### config.mk
export PLATFORM = sky130hd
export DESIGN_NAME = mem_arbiter
export DESIGN_NICKNAME = d
export VERILOG_FILES = /design/src/rtl/mem_pkg.sv /design/src/rtl/rd_return.sv /design/src/rtl/mem_arbiter.sv
export SDC_FILE = /design/constraint.sdc
export NUM_CORES = 1
export LEC_CHECK = 0
export CORE_ASPECT_RATIO = 0.7
export CORE_MARGIN = 2
export CORE_UTILIZATION = 37
export CTS_CLUSTER_DIAMETER = 100
export DETAILED_ROUTE_END_ITERATION = 12
export GPL_TIMING_DRIVEN = 0
export PLACE_DENSITY = 0.94
export SYNTH_ARGS = -nofsm -noshare
export SYNTH_HDL_FRONTEND = slang
export SYNTH_SLANG_ARGS = --single-unit
### constraint.sdc
create_clock -name clk -period 4.7 [get_ports clk]
set_clock_uncertainty 0.15 [all_clocks]
set_input_delay 0.94 -clock clk [delete_from_list [all_inputs] [get_ports clk]]
set_output_delay 0.94 -clock clk [all_outputs]
set_load 0.05 [all_outputs]
### src/rtl/mem_pkg.sv
// Shared types and constants for the compute-memory arbiter.
// Owner encoding, requester IDs and the per-requester access payload.
package mem_pkg;

    localparam int unsigned ADDR_W = 7;
    localparam int unsigned DATA_W = 32;

    typedef enum logic [1:0] {
        IDLE  = 2'd0,
        OWN_A = 2'd1,
        OWN_B = 2'd2
    } own_state_e;

    typedef logic req_id_t;

    localparam req_id_t REQ_A = 1'b0;
    localparam req_id_t REQ_B = 1'b1;

    // One requester's access as presented to the memory pins.
    typedef struct packed {
        logic              we;
        logic [ADDR_W-1:0] addr;
        logic [DATA_W-1:0] wdata;
    } mem_req_t;

    function automatic own_state_e owner_of(input req_id_t id);
        return (id == REQ_A) ? OWN_A : OWN_B;
    endfunction

endpackage

### src/rtl/rd_return.sv
// Per-requester read-return stage: captures memory data at the end of a read
// access and pulses valid for the following cycle.
module rd_return
    import mem_pkg::*;
(
    input  logic              clk,
    input  logic              rst,
    input  logic              capture,
    input  logic [DATA_W-1:0] mem_out,
    output logic [DATA_W-1:0] rdata_o,
    output logic              rvalid_o
);

    logic [DATA_W-1:0] rdata_q;
    logic              rvalid_q;

    // rdata holds until the next read by this requester.
    always_ff @(posedge clk) begin
        if (rst) begin
            rdata_q  <= '0;
            rvalid_q <= 1'b0;
        end else begin
            rvalid_q <= capture;
            if (capture) begin
                rdata_q <= mem_out;
            end
        end
    end

    assign rdata_o  = rdata_q;
    assign rvalid_o = rvalid_q;

endmodule

### src/rtl/mem_arbiter.sv
// Two-requester round-robin arbiter with bounded lock for the single-port
// 128x32 compute memory; A is the compute circuit, B the host load/dump path.
module mem_arbiter
    import mem_pkg::*;
#(
    parameter int unsigned LOCK_MAX = 8
) (
    input  logic              clk,
    input  logic              rst,

    input  logic              req_a,
    input  logic              lock_a,
    input  logic              we_a,
    input  logic [ADDR_W-1:0] addr_a,
    input  logic [DATA_W-1:0] wdata_a,
    output logic              gnt_a,
    output logic [DATA_W-1:0] rdata_a,
    output logic              rvalid_a,

    input  logic              req_b,
    input  logic              lock_b,
    input  logic              we_b,
    input  logic [ADDR_W-1:0] addr_b,
    input  logic [DATA_W-1:0] wdata_b,
    output logic              gnt_b,
    output logic [DATA_W-1:0] rdata_b,
    output logic              rvalid_b,

    output logic [ADDR_W-1:0] mem_index,
    output logic              mem_wr,
    output logic [DATA_W-1:0] mem_in,
    input  logic [DATA_W-1:0] mem_out,

    output logic              busy
);

    localparam int unsigned LOCK_W = (LOCK_MAX > 1) ? $clog2(LOCK_MAX) : 1;
    localparam logic [LOCK_W-1:0] LOCK_LAST = LOCK_W'(LOCK_MAX - 1);

    own_state_e        state_q;
    req_id_t           rr_ptr_q;
    logic [LOCK_W-1:0] lock_cnt_q;

    logic       own_req_c;
    logic       own_lock_c;
    logic       oth_req_c;
    own_state_e oth_state_c;
    req_id_t    oth_id_c;
    logic       hold_c;

    logic       acc_a_c;
    logic       acc_b_c;
    mem_req_t   pay_a_c;
    mem_req_t   pay_b_c;
    mem_req_t   sel_c;

    assign gnt_a = (state_q == OWN_A);
    assign gnt_b = (state_q == OWN_B);
    assign busy  = (state_q != IDLE);

    assign acc_a_c = gnt_a && req_a;
    assign acc_b_c = gnt_b && req_b;

    // View of the current owner and its opponent, so both owner states share one rule set.
    always_comb begin
        own_req_c   = 1'b0;
        own_lock_c  = 1'b0;
        oth_req_c   = 1'b0;
        oth_state_c = IDLE;
        oth_id_c    = REQ_A;
        case (state_q)
            OWN_A: begin
                own_req_c   = req_a;
                own_lock_c  = lock_a;
                oth_req_c   = req_b;
                oth_state_c = owner_of(REQ_B);
                oth_id_c    = REQ_B;
            end
            OWN_B: begin
                own_req_c   = req_b;
                own_lock_c  = lock_b;
                oth_req_c   = req_a;
                oth_state_c = owner_of(REQ_A);
                oth_id_c    = REQ_A;
            end
            default: begin
            end
        endcase
    end

    // A locked owner keeps the bus until LOCK_MAX accesses under contention.
    assign hold_c = own_req_c && own_lock_c &&
                    ((lock_cnt_q < LOCK_LAST) || !oth_req_c);

    always_ff @(posedge clk) begin
        if (rst) begin
            state_q    <= IDLE;
            rr_ptr_q   <= REQ_A;
            lock_cnt_q <= '0;
        end else begin
            case (state_q)
                IDLE: begin
                    lock_cnt_q <= '0;
                    if (req_a && req_b) begin
                        state_q <= owner_of(rr_ptr_q);
                    end else if (req_a) begin
                        state_q <= OWN_A;
                    end else if (req_b) begin
                        state_q <= OWN_B;
                    end
                end
                OWN_A, OWN_B: begin
                    if (hold_c) begin
                        if (lock_cnt_q != LOCK_LAST) begin
                            lock_cnt_q <= lock_cnt_q + LOCK_W'(1);
                        end
                    end else if (oth_req_c) begin
                        // Direct handover; the side just served drops to lowest priority.
                        state_q    <= oth_state_c;
                        rr_ptr_q   <= oth_id_c;
                        lock_cnt_q <= '0;
                    end else begin
                        lock_cnt_q <= '0;
                        if (!own_req_c) begin
                            state_q <= IDLE;
                        end
                    end
                end
                default: begin
                    state_q    <= IDLE;
                    lock_cnt_q <= '0;
                end
            endcase
        end
    end

    assign pay_a_c = '{we: we_a, addr: addr_a, wdata: wdata_a};
    assign pay_b_c = '{we: we_b, addr: addr_b, wdata: wdata_b};

    // Memory pins carry the owner's access, and are zero when no access occurs.
    always_comb begin
        sel_c = '0;
        if (acc_a_c) begin
            sel_c = pay_a_c;
        end else if (acc_b_c) begin
            sel_c = pay_b_c;
        end
    end

    assign mem_index = sel_c.addr;
    assign mem_wr    = sel_c.we;
    assign mem_in    = sel_c.wdata;

    rd_return u_ret_a (
        .clk     (clk),
        .rst     (rst),
        .capture (acc_a_c && !we_a),
        .mem_out (mem_out),
        .rdata_o (rdata_a),
        .rvalid_o(rvalid_a)
    );

    rd_return u_ret_b (
        .clk     (clk),
        .rst     (rst),
        .capture (acc_b_c && !we_b),
        .mem_out (mem_out),
        .rdata_o (rdata_b),
        .rvalid_o(rvalid_b)
    );

endmodule

* Word-level counts from Yosys, hierarchy flattened *
Index checks and enable logic that the tools add are counted.
Widths: inputs -> output; s select.

storage, ports and cells
  word-level logic and storage cells = 49
  input port bits = 118
  bits in registers = 72
  output and inout port bits = 109

operators by class
  add/subtract/negate cells = 1
  magnitude comparators = 1
  reduce and logical (&&, ||, !) cells = 17
  equality and inequality tests = 6
  bitwise logic cells = 2
  mux-type cells = 15

operators with widths
  cell                 number
  $mux 40              2
  $mux 2               7
  $pmux 2 s2           2
  $logic_and 1x1->1    7
  $ne 3x3->1 const B   2
  $pmux 1 s2           3
  $reduce_and 3->1     2
  $ne 4x4->1 const B   1
  $add 3x1->3 const B  1
  $logic_not 1->1      3
  $lt 3x3->1 const B   1
  $reduce_or 3->1      1
  $eq 2x1->1 const B   1
  $eq 2x2->1 const B   1
  $logic_not 2->1      1
  $ne 2x2->1 const B   1
  $not 1->1            2
  $reduce_bool 2->1    1
  $reduce_or 2->1      1
  $logic_or 1x1->1     1
  $mux 1               1

* Logic depth before layout (Yosys ltp) *
  depth in word-level cells = 7
  gate-level depth with buffers = 9

* Hierarchy *
A second synthesis with hierarchy kept.

unflattened totals
  cell total of the unflattened synthesis = 312
  area total of the unflattened synthesis = 3264.4 µm²

by module, submodules not included
  module       area an instance (µm²)  sequential area each (µm²)  instances  cells an instance
  rd_return    1202.4                  660.6                       2          106
  mem_arbiter  859.6                   120.1                       1          100

* Least setup slack after synthesis *
OpenSTA, ideal clock, no wires.

  path kind = flip-flop to output port
  start point = reg state_q[1]
  end point = out mem_in[0]
  data required time = 3.610 ns
  stages on the path, launching flop included = 7
  setup slack = 1.531 ns
  arrival = 2.079 ns
  path through = dfxtp_1 -> inv_1 -> ha_1 -> and2_1 -> buf_2 -> clkbuf_1 -> a22o_1

between the ends
  elaborated cells between the ends (all ways) = 6
  classes of those cells = eq/ne (2); mux (2); reduce/logical (2)

RTL lines
  what                    line                RTL
  start, declared         mem_arbiter.sv:40   own_state_e state_q;
  start signal, assigned  mem_arbiter.sv:105  state_q <= owner_of(rr_ptr_q);
  start signal, assigned  mem_arbiter.sv:119  state_q <= oth_state_c;
  $eq 2x1->1              mem_arbiter.sv:57   assign gnt_a = (state_q == OWN_A);
  named net gnt_a         mem_arbiter.sv:16   output logic gnt_a,
  $logic_and 1x1->1       mem_arbiter.sv:61   assign acc_a_c = gnt_a && req_a;
  $mux 40                 mem_arbiter.sv:143  if (acc_a_c) begin
  end, declared           mem_arbiter.sv:31   output logic [DATA_W-1:0] mem_in,

The timed path passes the listed nets, and every way through them passes these cells.

* Worst setup path in the final report *
  start point = in req_a
  end point = out mem_in[31]

between the ends
  cells in the longest elaborated chain, start to end = 2

ends and longest elaborated chain
  what               line                RTL
  start, declared    mem_arbiter.sv:11   input logic req_a,
  $logic_and 1x1->1  mem_arbiter.sv:61
  $mux 40            mem_arbiter.sv:143

No other way between the ends.

==> results by group <==
Synth
  • Asr flop ratio synth: 0
  • Area share of the largest cell type after synthesis: 0.462
  • Post-Syn Area: 0.00312 sq mm
  • Post-Synthesis Cells: roughly 390
  • Synth Net Count: 511
  • Commonest cells in the netlist: nand2_1 (132), dfxtp_1 (72), a21oi_1 (65)
  • Sequential share of the synthesized area: 0.462
  • Post-synthesis cell type count: 29
  • FF+latch count, synth: 72
  • Top_reg_cell synth: dfxtp_1
  • Synth top area cells: dfxtp_1 (46%), nand2_1 (16%), a22o_1 (11%)
  • Most frequent cell after synthesis: nand2_1
  • Synth Area per Inst: around 8.1 sq um
  • Syn. warnings: 0
  • Post-synth EDFFs: 0
  • Dominant cell type by area after synthesis: dfxtp_1

Setup path
  • CP delay by family, top: buffers and inverters
  • Critical Path Slowest Stage Cell: clkdlybuf4s50_1
  • Crit path cell chain: clkdlybuf4s50_1 -> and2_1 -> buf_2 -> nor2_1 -> buf_2 -> a22o_1 -> clkdlybuf4s50_1
  • R2R depth: 8
  • CP max stage delay: 0.82 ns
  • Critical Path AT: between 3 and 4 ns
  • Crit-path max FO: 10
  • Required time worst endpoint: 3.61 ns
  • Crit path kind: in -> out
  • Worst Setup Start Kind: primary input
  • Nature of the critical path endpoint: output pin
  • CP Buf/Inv Count: 4
  • CP Depth: 7

Cells and area
  • Final net count: 748
  • Fin area: just under 0.006 sq mm
  • Fill count: roughly 600
  • Non-Filler Instances: 730
  • Area growth, synth to finish: 87.7%
  • Ant diodes: 0
  • Share of cells above drive strength 1: 0.0636

Placement
  • Post-DP HPWL: between 9000 and 10000 um
  • Routability cong.: 0.833
  • Number of cells after detailed placement: 714
  • Post-DP Area: about 0.0055 sq mm
  • IO Port Bufs: roughly 230

STA
  • Period minus WS final: between 4 and 5 ns
  • Slew @ Worst Pin: between 0.6 and 0.7 ns
  • Setup TNS: 0 ns
  • Setup-failing EPs final: 0
  • Fmax: 224 MHz
  • Slew HR: 0.598
  • Fin. max-slew vios: 0
  • Period utilization: 0.949
  • RSZ-0062 raised after global routing: false
  • Hold Vio Cnt, Final: 0

Drt
  • DRT Pass-1 Iters: 5
  • DRT antenna net count: 0
  • DR vias: ~3600
  • Total wire length: roughly 12000 um
  • Residual DRC: 0
  • WL per Instance: ~17 um
  • Via/cell ratio: between 4 and 5
  • DR iter-0 viols: approximately 260

Outcome
  • Outcome: completed

Clock network
  • Worst-path clk slew: roughly 0.06 ns
  • TritonCTS clock tree: built
  • Max H-tree Level: 3
  • Worst skew pair latency: roughly 0.32 ns
  • Post-CTS sizing: 0
  • Sink Count: 72
  • Clock Tree Buf Depth: 2
  • CTS buffer count: 9
  • Post-CTS setup buffers: 0
  • Hold buffers post-CTS: 0
  • Clock Tree Root: clkbuf_16

Hold path
  • Worst min path class: reg -> reg
  • Hold path depth: 2

GRT
  • Vias in the first global route: around 3700
  • Global-route wire length before repair: 18500 um
  • Largest net degree at the start of global routing: 13
  • Antenna violations before repair: 0
  • GRT overflow: 0
  • Gr usage total: 0.257

Floorplanning
  • # rows: 27
  • Starting density of the core: 0.390
  • Ports: between 200 and 250
  • Core area: 0.00801 sq mm
  • Die Wd: roughly 110 um
  • Die height: a little over 80 um
  • Die footprint: 0.00919 sq mm

Flow run
  • # Max-Cap Violations: 0

Pwr
  • Power per Cell Area: around 320 mW/mm^2
  • Leak pwr: 2.11 nW
  • VDD IR max: 0.290 mV
==> through the flow <==
step,utilization,setup WS (ns),hold slack [ns],power [mW]
finish,0.731,0.239,0.303,1.85
global placement,0.688,0.294,0.291,1.08
global route,0.731,0.138,0.325,1.92
CTS,0.731,0.230,0.305,1.86
detailed placement,0.688,0.253,0.298,1.09
floorplan,-,1.53,0.300,0.884
==> layer usage <==
| layer | vias up | track usage | share of wire |
|---|---|---|---|
| li1 | 1800 | - | - |
| met4 | 0 | 0.0549 | 0.015 |
| met3 | 14 | 0.0769 | 0.069 |
| met1 | 1696 | 0.299 | 0.42 |
| met2 | 134 | 0.475 | 0.49 |
| met5 | - | 0 | 0 |
==> worst register-to-register path: stages (launching register included) <==
cell	delay, ns
dfxtp_1	0.32
inv_1	0.10
ha_1	0.31
nand2_1	0.17
or2_2	0.30
clkbuf_1	0.17
buf_2	0.22
nand2_1	0.12
a21oi_1	0.08
==> state kept, by name (all words and copies together), names as in the netlist <==
signal	count
lock_cnt_q	3
u_ret_a.rvalid_o	1
u_ret_b.rvalid_o	1
rr_ptr_q	1
u_ret_a.rdata_o	32
state_q	2
u_ret_b.rdata_o	32
==> path summary, 6_finish.rpt <==
path,endpoint,slack [ns],from
worst max-delay path,mem_in[31],0.24,req_a
worst min-delay path,u_ret_a.rdata_o[3],0.30,u_ret_a.rdata_o[3]
worst max register to register,u_ret_b.rdata_o[2],2.63,state_q[0]
worst min register to register,u_ret_a.rdata_o[3],0.30,u_ret_a.rdata_o[3]
==> logic make-up (layout without fill, tap and decap cells) <==
| family | Yosys count | after routing | share of synthesized area |
|---|---|---|---|
| xor+xnor | 1 | 1 | 0.00281 |
| mux | 5 | 5 | 0.0168 |
| flops | 72 | 72 | 0.462 |
| fa+ha+maj | 6 | 6 | 0.0241 |
| buf+inv | 35 | 277 | 0.0493 |
| compound gates | 113 | 113 | 0.244 |
| simple gates | 155 | 155 | 0.201 |
==> where the power goes <==
group	leakage (nW)	internal (mW)	switching, mW
Sequential	0.581	0.625	0.00824
Combinational	1.36	0.195	0.253
Clock	0.170	0.533	0.240
Total	2.11	1.35	0.501
==> layout make-up <==
cell class              count  area (sq um)  area share
repair buffers            226          2260       0.386
multi-input cells         280          1520       0.260
flip-flops and latches     72          1440       0.246
clock buffers              11           243      0.0415
plain buffers              31           139      0.0237
well taps                 101           126      0.0216
clock inverters             5           104      0.0177
inverters                   4          15.0     0.00256
==> layout by cell type, fill, tap and decap left out, types with 2 or more instances in the layout <==
cell type / n
dfxtp_1: 72
nor4bb_1: 2
clkbuf_1: 14
bufinv_16: 3
nor3_1: 4
inv_1: 4
a22o_1: 40
ha_1: 6
mux2i_1: 3
nor2_1: 8
a21oi_1: 65
buf_2: 18
clkdlybuf4s50_1: 226
mux2_1: 2
clkbuf_16: 9
nand2b_1: 2
or2_2: 2
nand2_1: 132
Note: power is estimated with default switching activity, not from simulation.
